[src/rtl/riscv_ctrl_multicycle_if.sv]
// ----------------------------------------------------------------------------
// riscv_ctrl_multicycle_if
// Bundle of the signals between the multicycle control unit and the
// shared RV32I datapath.
//
// Signals (datapath -> control):
//   iop[6:0]        instruction opcode from the instruction register
//   ifunct3[2:0]    instruction[14:12]
//   ifunct7b5       instruction[30]
//   izero           ALU zero flag
//   imem_ready      unified memory port completes its access this cycle
// Signals (control -> datapath):
//   opc_write       PC register enable
//   oaddr_src       memory address select (0 = PC, 1 = ALUOut)
//   oir_write       instruction register / OldPC enable
//   omem_write      memory write strobe
//   oreg_write      register-file write enable
//   oresult_src     result select (00 ALUOut, 01 Data, 10 ALU result)
//   oalu_src_a      ALU A select (00 PC, 01 OldPC, 10 RegA, 11 zero)
//   oalu_src_b      ALU B select (00 RegB, 01 ImmExt, 10 constant 4)
//   oalu_ctrl       ALU operation (000 add, 001 sub, 010 and, 011 or, 101 slt)
//   oimm_src        immediate format (000 I, 001 S, 010 B, 011 J, 100 U)
//   oillegal        unsupported opcode seen in DECODE
//   ostate          current FSM state encoding (debug)
// Modports: master = control unit, slave = datapath.
// ----------------------------------------------------------------------------
interface riscv_ctrl_multicycle_if;
  logic [6:0] iop;
  logic [2:0] ifunct3;
  logic       ifunct7b5;
  logic       izero;
  logic       imem_ready;
  logic       opc_write;
  logic       oaddr_src;
  logic       oir_write;
  logic       omem_write;
  logic       oreg_write;
  logic [1:0] oresult_src;
  logic [1:0] oalu_src_a;
  logic [1:0] oalu_src_b;
  logic [2:0] oalu_ctrl;
  logic [2:0] oimm_src;
  logic       oillegal;
  logic [3:0] ostate;

  modport master (
    input  iop, ifunct3, ifunct7b5, izero, imem_ready,
    output opc_write, oaddr_src, oir_write, omem_write, oreg_write,
           oresult_src, oalu_src_a, oalu_src_b, oalu_ctrl, oimm_src,
           oillegal, ostate
  );

  modport slave (
    output iop, ifunct3, ifunct7b5, izero, imem_ready,
    input  opc_write, oaddr_src, oir_write, omem_write, oreg_write,
           oresult_src, oalu_src_a, oalu_src_b, oalu_ctrl, oimm_src,
           oillegal, ostate
  );
endinterface

[src/rtl/riscv_ctrl_multicycle.sv]
// ----------------------------------------------------------------------------
// riscv_ctrl_multicycle
// Moore-style control FSM for the multicycle RV32I subset core. Sequences the
// shared datapath through fetch/decode/execute/memory/writeback and drives
// every mux select and write enable.
//
// Ports:
//   iclk    core clock, rising edge
//   irst_n  asynchronous active-low reset (forces FETCH)
//   bus     riscv_ctrl_multicycle_if.master (decode inputs, control outputs)
//
// Optional feature macro: RISCV_CTRL_JALR_EN
//   When defined, opcode 1100111 (jalr) is supported via the JALR and
//   JALR_LINK states; otherwise it is reported as illegal.
// ----------------------------------------------------------------------------
module riscv_ctrl_multicycle (
  input  logic                          iclk,
  input  logic                          irst_n,
  riscv_ctrl_multicycle_if.master       bus
);

  localparam logic [6:0] OP_LW   = 7'b0000011;
  localparam logic [6:0] OP_SW   = 7'b0100011;
  localparam logic [6:0] OP_R    = 7'b0110011;
  localparam logic [6:0] OP_I    = 7'b0010011;
  localparam logic [6:0] OP_BEQ  = 7'b1100011;
  localparam logic [6:0] OP_JAL  = 7'b1101111;
  localparam logic [6:0] OP_LUI  = 7'b0110111;
  localparam logic [6:0] OP_JALR = 7'b1100111;

  typedef enum logic [3:0] {
    S_FETCH     = 4'd0,
    S_DECODE    = 4'd1,
    S_MEMADR    = 4'd2,
    S_MEMREAD   = 4'd3,
    S_MEMWB     = 4'd4,
    S_MEMWRITE  = 4'd5,
    S_EXECR     = 4'd6,
    S_EXECI     = 4'd7,
    S_ALUWB     = 4'd8,
    S_BEQ       = 4'd9,
    S_JAL       = 4'd10,
    S_LUI       = 4'd11,
    S_JALR      = 4'd12,
    S_JALR_LINK = 4'd13
  } state_e;

  state_e     state_q, state_d;
  logic [2:0] funct_alu;

  always_ff @(posedge iclk or negedge irst_n) begin
    if (!irst_n) state_q <= S_FETCH;
    else         state_q <= state_d;
  end

  // ALU op for register and immediate arithmetic. iop[5] distinguishes
  // R-type from I-type so that addi never turns into a subtract.
  always_comb begin
    funct_alu = 3'b000;
    case (bus.ifunct3)
      3'b000:  funct_alu = (bus.ifunct7b5 && bus.iop[5]) ? 3'b001 : 3'b000;
      3'b010:  funct_alu = 3'b101;
      3'b110:  funct_alu = 3'b011;
      3'b111:  funct_alu = 3'b010;
      default: funct_alu = 3'b000;
    endcase
  end

  // The immediate format follows the opcode in every state so the extender
  // output is already valid when DECODE precomputes the branch target.
  always_comb begin
    bus.oimm_src = 3'b000;
    case (bus.iop)
      OP_SW:   bus.oimm_src = 3'b001;
      OP_BEQ:  bus.oimm_src = 3'b010;
      OP_JAL:  bus.oimm_src = 3'b011;
      OP_LUI:  bus.oimm_src = 3'b100;
      default: bus.oimm_src = 3'b000;
    endcase
  end

  always_comb begin
    state_d         = state_q;
    bus.opc_write   = 1'b0;
    bus.oaddr_src   = 1'b0;
    bus.oir_write   = 1'b0;
    bus.omem_write  = 1'b0;
    bus.oreg_write  = 1'b0;
    bus.oresult_src = 2'b00;
    bus.oalu_src_a  = 2'b00;
    bus.oalu_src_b  = 2'b00;
    bus.oalu_ctrl   = 3'b000;
    bus.oillegal    = 1'b0;
    bus.ostate      = state_q;

    case (state_q)
      S_FETCH: begin
        bus.oalu_src_b  = 2'b10;
        bus.oresult_src = 2'b10;
        bus.oir_write   = bus.imem_ready;
        bus.opc_write   = bus.imem_ready;
        if (bus.imem_ready) state_d = S_DECODE;
      end
      S_DECODE: begin
        bus.oalu_src_a = 2'b01;
        bus.oalu_src_b = 2'b01;
        case (bus.iop)
          OP_LW, OP_SW: state_d = S_MEMADR;
          OP_R:         state_d = S_EXECR;
          OP_I:         state_d = S_EXECI;
          OP_BEQ:       state_d = S_BEQ;
          OP_JAL:       state_d = S_JAL;
          OP_LUI:       state_d = S_LUI;
`ifdef RISCV_CTRL_JALR_EN
          OP_JALR:      state_d = S_JALR;
`endif
          default: begin
            bus.oillegal = 1'b1;
            state_d      = S_FETCH;
          end
        endcase
      end
      S_MEMADR: begin
        bus.oalu_src_a = 2'b10;
        bus.oalu_src_b = 2'b01;
        state_d = bus.iop[5] ? S_MEMWRITE : S_MEMREAD;
      end
      S_MEMREAD: begin
        bus.oaddr_src = 1'b1;
        if (bus.imem_ready) state_d = S_MEMWB;
      end
      S_MEMWB: begin
        bus.oresult_src = 2'b01;
        bus.oreg_write  = 1'b1;
        state_d         = S_FETCH;
      end
      S_MEMWRITE: begin
        bus.oaddr_src  = 1'b1;
        bus.omem_write = 1'b1;
        if (bus.imem_ready) state_d = S_FETCH;
      end
      S_EXECR: begin
        bus.oalu_src_a = 2'b10;
        bus.oalu_ctrl  = funct_alu;
        state_d        = S_ALUWB;
      end
      S_EXECI: begin
        bus.oalu_src_a = 2'b10;
        bus.oalu_src_b = 2'b01;
        bus.oalu_ctrl  = funct_alu;
        state_d        = S_ALUWB;
      end
      S_ALUWB: begin
        bus.oreg_write = 1'b1;
        state_d        = S_FETCH;
      end
      S_BEQ: begin
        bus.oalu_src_a = 2'b10;
        bus.oalu_ctrl  = 3'b001;
        bus.opc_write  = bus.izero;
        state_d        = S_FETCH;
      end
      S_JAL: begin
        // ALUOut still holds the target computed in DECODE; the ALU forms
        // the link value OldPC+4 for ALUWB.
        bus.oalu_src_a = 2'b01;
        bus.oalu_src_b = 2'b10;
        bus.opc_write  = 1'b1;
        state_d        = S_ALUWB;
      end
      S_LUI: begin
        bus.oalu_src_a = 2'b11;
        bus.oalu_src_b = 2'b01;
        state_d        = S_ALUWB;
      end
`ifdef RISCV_CTRL_JALR_EN
      S_JALR: begin
        // PC loads rs1+imm straight from the ALU result.
        bus.oalu_src_a  = 2'b10;
        bus.oalu_src_b  = 2'b01;
        bus.oresult_src = 2'b10;
        bus.opc_write   = 1'b1;
        state_d         = S_JALR_LINK;
      end
      S_JALR_LINK: begin
        // Separate from JAL so the PC is not overwritten with stale ALUOut.
        bus.oalu_src_a = 2'b01;
        bus.oalu_src_b = 2'b10;
        state_d        = S_ALUWB;
      end
`endif
      default: state_d = S_FETCH;
    endcase
  end

endmodule

[src/flat_wrapper.sv]
// flat-port wrapper written by rule: the top's interface ports become plain ports
module riscv_ctrl_multicycle_flat 
  (iclk, irst_n, bus_iop, bus_ifunct3, bus_ifunct7b5, bus_izero, bus_imem_ready, bus_opc_write, bus_oaddr_src, bus_oir_write, bus_omem_write, bus_oreg_write, bus_oresult_src, bus_oalu_src_a, bus_oalu_src_b, bus_oalu_ctrl, bus_oimm_src, bus_oillegal, bus_ostate);
  riscv_ctrl_multicycle_if bus_i ();
  input  logic iclk;
  input  logic irst_n;
  input wire logic [$bits(bus_i.iop)-1:0] bus_iop;
  input wire logic [$bits(bus_i.ifunct3)-1:0] bus_ifunct3;
  input wire logic [$bits(bus_i.ifunct7b5)-1:0] bus_ifunct7b5;
  input wire logic [$bits(bus_i.izero)-1:0] bus_izero;
  input wire logic [$bits(bus_i.imem_ready)-1:0] bus_imem_ready;
  output wire logic [$bits(bus_i.opc_write)-1:0] bus_opc_write;
  output wire logic [$bits(bus_i.oaddr_src)-1:0] bus_oaddr_src;
  output wire logic [$bits(bus_i.oir_write)-1:0] bus_oir_write;
  output wire logic [$bits(bus_i.omem_write)-1:0] bus_omem_write;
  output wire logic [$bits(bus_i.oreg_write)-1:0] bus_oreg_write;
  output wire logic [$bits(bus_i.oresult_src)-1:0] bus_oresult_src;
  output wire logic [$bits(bus_i.oalu_src_a)-1:0] bus_oalu_src_a;
  output wire logic [$bits(bus_i.oalu_src_b)-1:0] bus_oalu_src_b;
  output wire logic [$bits(bus_i.oalu_ctrl)-1:0] bus_oalu_ctrl;
  output wire logic [$bits(bus_i.oimm_src)-1:0] bus_oimm_src;
  output wire logic [$bits(bus_i.oillegal)-1:0] bus_oillegal;
  output wire logic [$bits(bus_i.ostate)-1:0] bus_ostate;
  assign bus_i.iop = bus_iop;
  assign bus_i.ifunct3 = bus_ifunct3;
  assign bus_i.ifunct7b5 = bus_ifunct7b5;
  assign bus_i.izero = bus_izero;
  assign bus_i.imem_ready = bus_imem_ready;
  assign bus_opc_write = bus_i.opc_write;
  assign bus_oaddr_src = bus_i.oaddr_src;
  assign bus_oir_write = bus_i.oir_write;
  assign bus_omem_write = bus_i.omem_write;
  assign bus_oreg_write = bus_i.oreg_write;
  assign bus_oresult_src = bus_i.oresult_src;
  assign bus_oalu_src_a = bus_i.oalu_src_a;
  assign bus_oalu_src_b = bus_i.oalu_src_b;
  assign bus_oalu_ctrl = bus_i.oalu_ctrl;
  assign bus_oimm_src = bus_i.oimm_src;
  assign bus_oillegal = bus_i.oillegal;
  assign bus_ostate = bus_i.ostate;
  riscv_ctrl_multicycle u_core (.iclk(iclk), .irst_n(irst_n), .bus(bus_i));
endmodule
[config.mk]
export PLATFORM = sky130hd
export DESIGN_NAME = riscv_ctrl_multicycle_flat
export DESIGN_NICKNAME = d
export VERILOG_FILES = /design/src/rtl/riscv_ctrl_multicycle_if.sv /design/src/rtl/riscv_ctrl_multicycle.sv /design/src/flat_wrapper.sv
export SDC_FILE = /design/constraint.sdc
export NUM_CORES = 1
export LEC_CHECK = 0
export ABC_AREA = 1
export ABC_CLOCK_PERIOD_IN_PS = 1400
export CORE_ASPECT_RATIO = 1.2
export CORE_UTILIZATION = 30
export CTS_BUF_LIST = sky130_fd_sc_hd__clkbuf_8
export DETAILED_ROUTE_END_ITERATION = 6
export PLACE_DENSITY = 0.71
export SLEW_MARGIN = 20
export SYNTH_ARGS = -nofsm -noshare
export SYNTH_HDL_FRONTEND = slang
export SYNTH_SLANG_ARGS = --single-unit
export TNS_END_PERCENT = 1
[constraint.sdc]
create_clock -name iclk -period 1.4 [get_ports iclk]
set_clock_uncertainty 0.05 [all_clocks]
set_input_delay 0.28 -clock iclk [delete_from_list [all_inputs] [get_ports iclk]]
set_output_delay 0.28 -clock iclk [all_outputs]
set_load 0.01 [all_outputs]
==> flow_summary.toml, run 1 <==
[worst_setup_path]
required_ps = 1070
crit_path_max_incr_delay_ps = 460
path_class = "register to output port"
startpoint_type = "register"
crit_chain = "inv_4 > buf_6 > nand2_4 > nor2_4 > inv_2 > nor3_2 > buf_2"
critPathCaptureType = "output port"
worstPathArrival_ps = 1360
slowest_stage = "dfrtp_2"
critPathMaxFanout = 4
path_delay_family = "flip-flops"
path_buf_inv = 4

[run_status]
violations = "negative setup slack"
status = "complete, but fails checks"

[sta]
setup_viol_count_final = 21
fmax_ghz = 0.592
worst_slew_pin_slew_ps = 244
slew_headroom = 0.838
setup_tns_ps = -3650
slew_viol_final = 0
min_period_over_period = 1.21
holdWs_ps = 211
min_period_ps = 1690
setup_ws_ps = -288
hold_viol_final = 0
rsz0062_at_grt = "yes"

[finish]
largest_reg_flops = 4
drive_gt1_frac = 0.609
instances_no_fill = 197
area_growth_pct = 148
num_antenna_cells = 0
final-seq-area_um2 = 105
fillCellCount = 112
fin_nets = 196
multi_input_area_um2 = 508

[floorplanning]
die_x_um = 40.7
fp-row-count = 16
dieArea_um2 = 1970
io_pins = 37
start_util = 0.325
design.core.area_um2 = 1660
die_y_um = 48.4

[pwr]
powerDensity_nw_per_um2 = 1100
finalPower_mw = 1.48
ir_drop_v = 0.000984
p_leak_nw = 0.775

[detailed_routing]
drtIter0Drc = 20
detail-route-antenna-nets = 0
vias = 972
wl_per_cell_um = 13.0
drt_pre_antenna_iters = 4
drc = 0
wirelength_mm = 2.56
vias_per_cell = 4.93

[synthesis]
netlist_instances = 104
synth_top_area_share = 0.202
yosys_warnings = 0
yosysMostFrequentCell = "nand2_1"
synth_commonest_cells = "29 x nand2_1, 22 x inv_1, 22 x nor2_1, 9 x nand3_1, 4 x dfrtp_1"
synth_area_leaders = "nand2_1 20%, dfrtp_1 19%, inv_1 15%"
yosysUniqueCellTypes = 17
syn-cell-area_um2 = 539
synth.largest_area_cell = "nand2_1"
yosysSeqAreaShare = 0.186
synth_edf_count = 0
syn_avg_cell_area_um2 = 5.19
synth_nets = 119
ys_seq_elements = 4
async_flop_share = 1.00
synth_ff_type = "dfrtp_1"

[global_routing]
grtUsageMet3 = 0.00459
use_met2 = 0.537
track_usage = 0.282
grt_start_max_net_pins = 6
antenna_found_initial = 0
grt_use_met1 = 0.284
grt_pass1_wl_mm = 3.96
grt_overflow = 0
grt_pass1_vias = 993
busiest_layer = "met2"

[clock_tree]
cts_hold_buffers = 0
clock_sinks = 4
ctsHtreeMaxLevel = 1
cts_made_buffers = 3
tritoncts = "yes"
clk_pin_slew_worst_paths_ps = 30
cts_buffer_depth = 2
clk_latency_ps = 220
root_buffer = "clkbuf_8"

[placement]
port_buffers = 36
placedCellCount = 189
dp_hpwl_mm = 1.62
routabilityCongestion = 0.880

[job]
drv_cap = 0

[worst_hold_path]
min_path_type = "primary input to asynchronous set/reset pin"
placed cells by master, fill, tap and decap left out, types with 2 or more instances in the layout:
cell and instances:
inv_4 2, clkdlybuf4s50_1 7, nor2_1 10, nand2_4 3, o21ai_0 2, nor2_4 9
clkbuf_8 3, buf_6 7, buf_4 34, o211ai_1 3, nand2_2 8, nand3_2 4
dlygate4sd2_1 3, clkbuf_2 5, nand2_1 20, inv_1 13, clkdlybuf4s15_2 2, nor2_2 4
dlymetal6s2s_1 3, buf_2 11, inv_2 8, dfrtp_2 4, nand3_1 5
through the flow:
step / utilization / setup slack, ps / instance area (um^2)
global route: 0.806 / -354 / 1340
CTS: 0.758 / -321 / 1260
finish: 0.806 / -288 / 1340
floorplan: - / 19.3 / 539
detailed placement: 0.695 / -859 / 1150
global placement: 0.695 / -780 / 1150
layout make-up:
type / count / area share
clock buffer: 3 / 0.0308
inverter: 23 / 0.0682
multi-input combinational: 77 / 0.379
sequential: 4 / 0.0785
tap: 18 / 0.0168
timing repair buffer: 72 / 0.426
power breakdown:
| part | total [mW] | switching [mW] | internal, mW |
|---|---|---|---|
| Combinational | 1.03 | 0.513 | 0.518 |
| Sequential | 0.203 | 0.0604 | 0.143 |
| Clock | 0.241 | 0.0584 | 0.183 |
cell families (layout without fill, tap and decap cells):
group,after synthesis,count (layout),share of synthesized area
simple gates,67,67,0.536
compound gates,10,10,0.118
buf+inv,23,98,0.160
flops,4,4,0.186
worst paths after layout:
kind                                       from                   end  slack (ps)  depth (start not counted)
max reg2reg                u_core.bus.ostate[3]  u_core.bus.ostate[2]         -60                         10
min in group iclk                    bus_iop[5]  u_core.bus.ostate[2]         540                          6
min reg2reg                u_core.bus.ostate[1]  u_core.bus.ostate[3]         730                          3
max in group asynchronous                irst_n  u_core.bus.ostate[2]         920                          1
min                                      irst_n  u_core.bus.ostate[3]         210                          1
max                        u_core.bus.ostate[3]          bus_oillegal        -290                          7
timing repair:
| item | in CTS | in global routing |
|---|---|---|
| pin swaps | 9 | 12 |
| endpoints found under the setup margin | 24 | 23 |
| buffers inserted | 4 | 1 |
| gates resized for setup | 106 | 41 |
routing by layer:
| metal | up-vias | routed length (um) |
|---|---|---|
| met4 | 0 | 74 |
| met5 | - | 0 |
| li1 | 474 | - |
| met2 | 38 | 1420 |
| met1 | 453 | 961 |
| met3 | 7 | 99 |
No activity file was read; power rests on OpenSTA's default activity.
==> run 2, diff against run 1 <==
- ABC_CLOCK_PERIOD_IN_PS: 1400 -> 1900
- CORE_ASPECT_RATIO: 1.2 -> unset
- clock period: 1.4 -> 1.9 ns (I/O delays scaled with it)
==> flow_summary.toml, run 2 (same netlist as run 1, synthesis figures left out) <==
[finish]
final-seq-area_um2 = 103
fin_nets = 186
final_cell_area_um2 = 1160
largest_reg_flops = 4
final_common_cell = "nand2_1"
drive_gt1_frac = 0.337
num_antenna_cells = 0
utilization = 0.730
area_growth_pct = 116
multi_input_area_um2 = 375
fillCellCount = 121
layout_common_cells = "27 x nand2_1, 26 x buf_4, 18 x inv_1"

[worst_setup_path]
startpoint_type = "register"
critPathMaxFanout = 5
path_class = "register to output port"
slowest_stage = "clkdlybuf4s50_1"
crit_chain = "inv_1 > nor2_2 > buf_4 > nand2_2 > inv_2 > clkdlybuf4s50_1"
required_ps = 1470
worstPathArrival_ps = 1660
crit_path_max_incr_delay_ps = 530
critPathCaptureType = "output port"

[global_routing]
use_met2 = 0.371
grt_overflow = 0
grt_pass1_vias = 819
grtUsageMet3 = 0.0327
antenna_found_initial = 0
track_usage = 0.222
grt_pass1_wl_mm = 3.31
busiest_layer = "met2"
grt_start_max_net_pins = 6
grt_use_met1 = 0.291

[detailed_routing]
drt_pre_antenna_iters = 4
detail-route-antenna-nets = 0
vias_per_cell = 4.39
drtIter0Drc = 22
vias = 847
wl_per_cell_um = 10.5
wirelength_mm = 2.02
drc = 0

[worst_hold_path]
min_path_type = "primary input to asynchronous set/reset pin"

[job]
drv_cap = 0

[clock_tree]
clk_latency_ps = 210
ctsHtreeMaxLevel = 1
clock_sinks = 4
cts_buffer_depth = 2
clk_pin_slew_worst_paths_ps = 30
tritoncts = "yes"
cts_made_buffers = 3
root_buffer = "clkbuf_8"

[floorplanning]
start_util = 0.338
dieArea_um2 = 1970
die_y_um = 44.4
die_x_um = 44.4
fp-row-count = 14
design.core.area_um2 = 1590
io_pins = 37

[run_status]
violations = "negative setup slack"
status = "complete, but fails checks"

[pwr]
finalPower_mw = 0.893
powerDensity_nw_per_um2 = 767
p_leak_nw = 0.730
ir_drop_v = 0.000605

[placement]
port_buffers = 36
routabilityCongestion = 0.892
place_area_um2 = 1120
preCtsSetupSlack_ps = -501
dp_hpwl_mm = 1.62

[sta]
min_period_ps = 2090
worst_slew_pin_slew_ps = 233
rsz0062_at_grt = "yes"
setup_viol_count_final = 2
hold_viol_final = 0
setup_tns_ps = -234
setup_ws_ps = -191
min_period_over_period = 1.10
fmax_ghz = 0.478
slew_headroom = 0.844
slew_viol_final = 0
[run 2: worst max-delay path: cells and delay by family, from the launching register on]
kind | cells | cell delay, ps
buffers and inverters | 4 | 810
DFF | 1 | 440
and+or+nand+nor | 2 | 200
[run 2: metrics by stage]
step,hold slack (ps),instances
3_3_place_gp,536,190
5_1_grt,331,193
3_5_place_dp,543,190
2_1_floorplan,34.4,104
4_1_cts,320,193
6_report,319,193
[run 2: timing repair]
action | CTS | global route
pin swaps | 0 | 2
hold endpoints to repair | 0 | 0
resized for setup | 31 | 27
setup endpoints to repair | 18 | 14
hold buffers | 0 | 0
buffers inserted | 0 | 0
[run 2: worst paths after layout]
kind / start / to / slack [ps] / cells past startpoint
setup / recovery: u_core.bus.ostate[2] / bus_omem_write / -190 / 6
hold / removal: irst_n / u_core.bus.ostate[0] / 320 / 1
setup reg to reg: u_core.bus.ostate[3] / u_core.bus.ostate[0] / 520 / 8
hold reg to reg: u_core.bus.ostate[3] / u_core.bus.ostate[3] / 700 / 3
max in group asynchronous: irst_n / u_core.bus.ostate[3] / 1300 / 1
min in group iclk: u_core.bus.ostate[3] / u_core.bus.ostate[3] / 700 / 3
[run 2: cell type report]
cell class	instances	share of cell area
sequential	4	0.0882
multi-input combinational	77	0.323
timing repair buffer	62	0.454
inverter	23	0.0742
tap	24	0.0258
clock buffer	3	0.0355
[run 2: power by group]
group          leakage [nW]  switching [mW]  internal [mW]
clock network        0.0216          0.0389          0.135
registers            0.0504          0.0234          0.103
logic                 0.658           0.297          0.296
total                 0.730           0.359          0.534
[run 2: layer usage]
layer  up-vias  part of all wire
li1        452                 -
met2        33              0.50
met3         0             0.049
met1       362              0.45
met4         0                 0
met5         -                 0
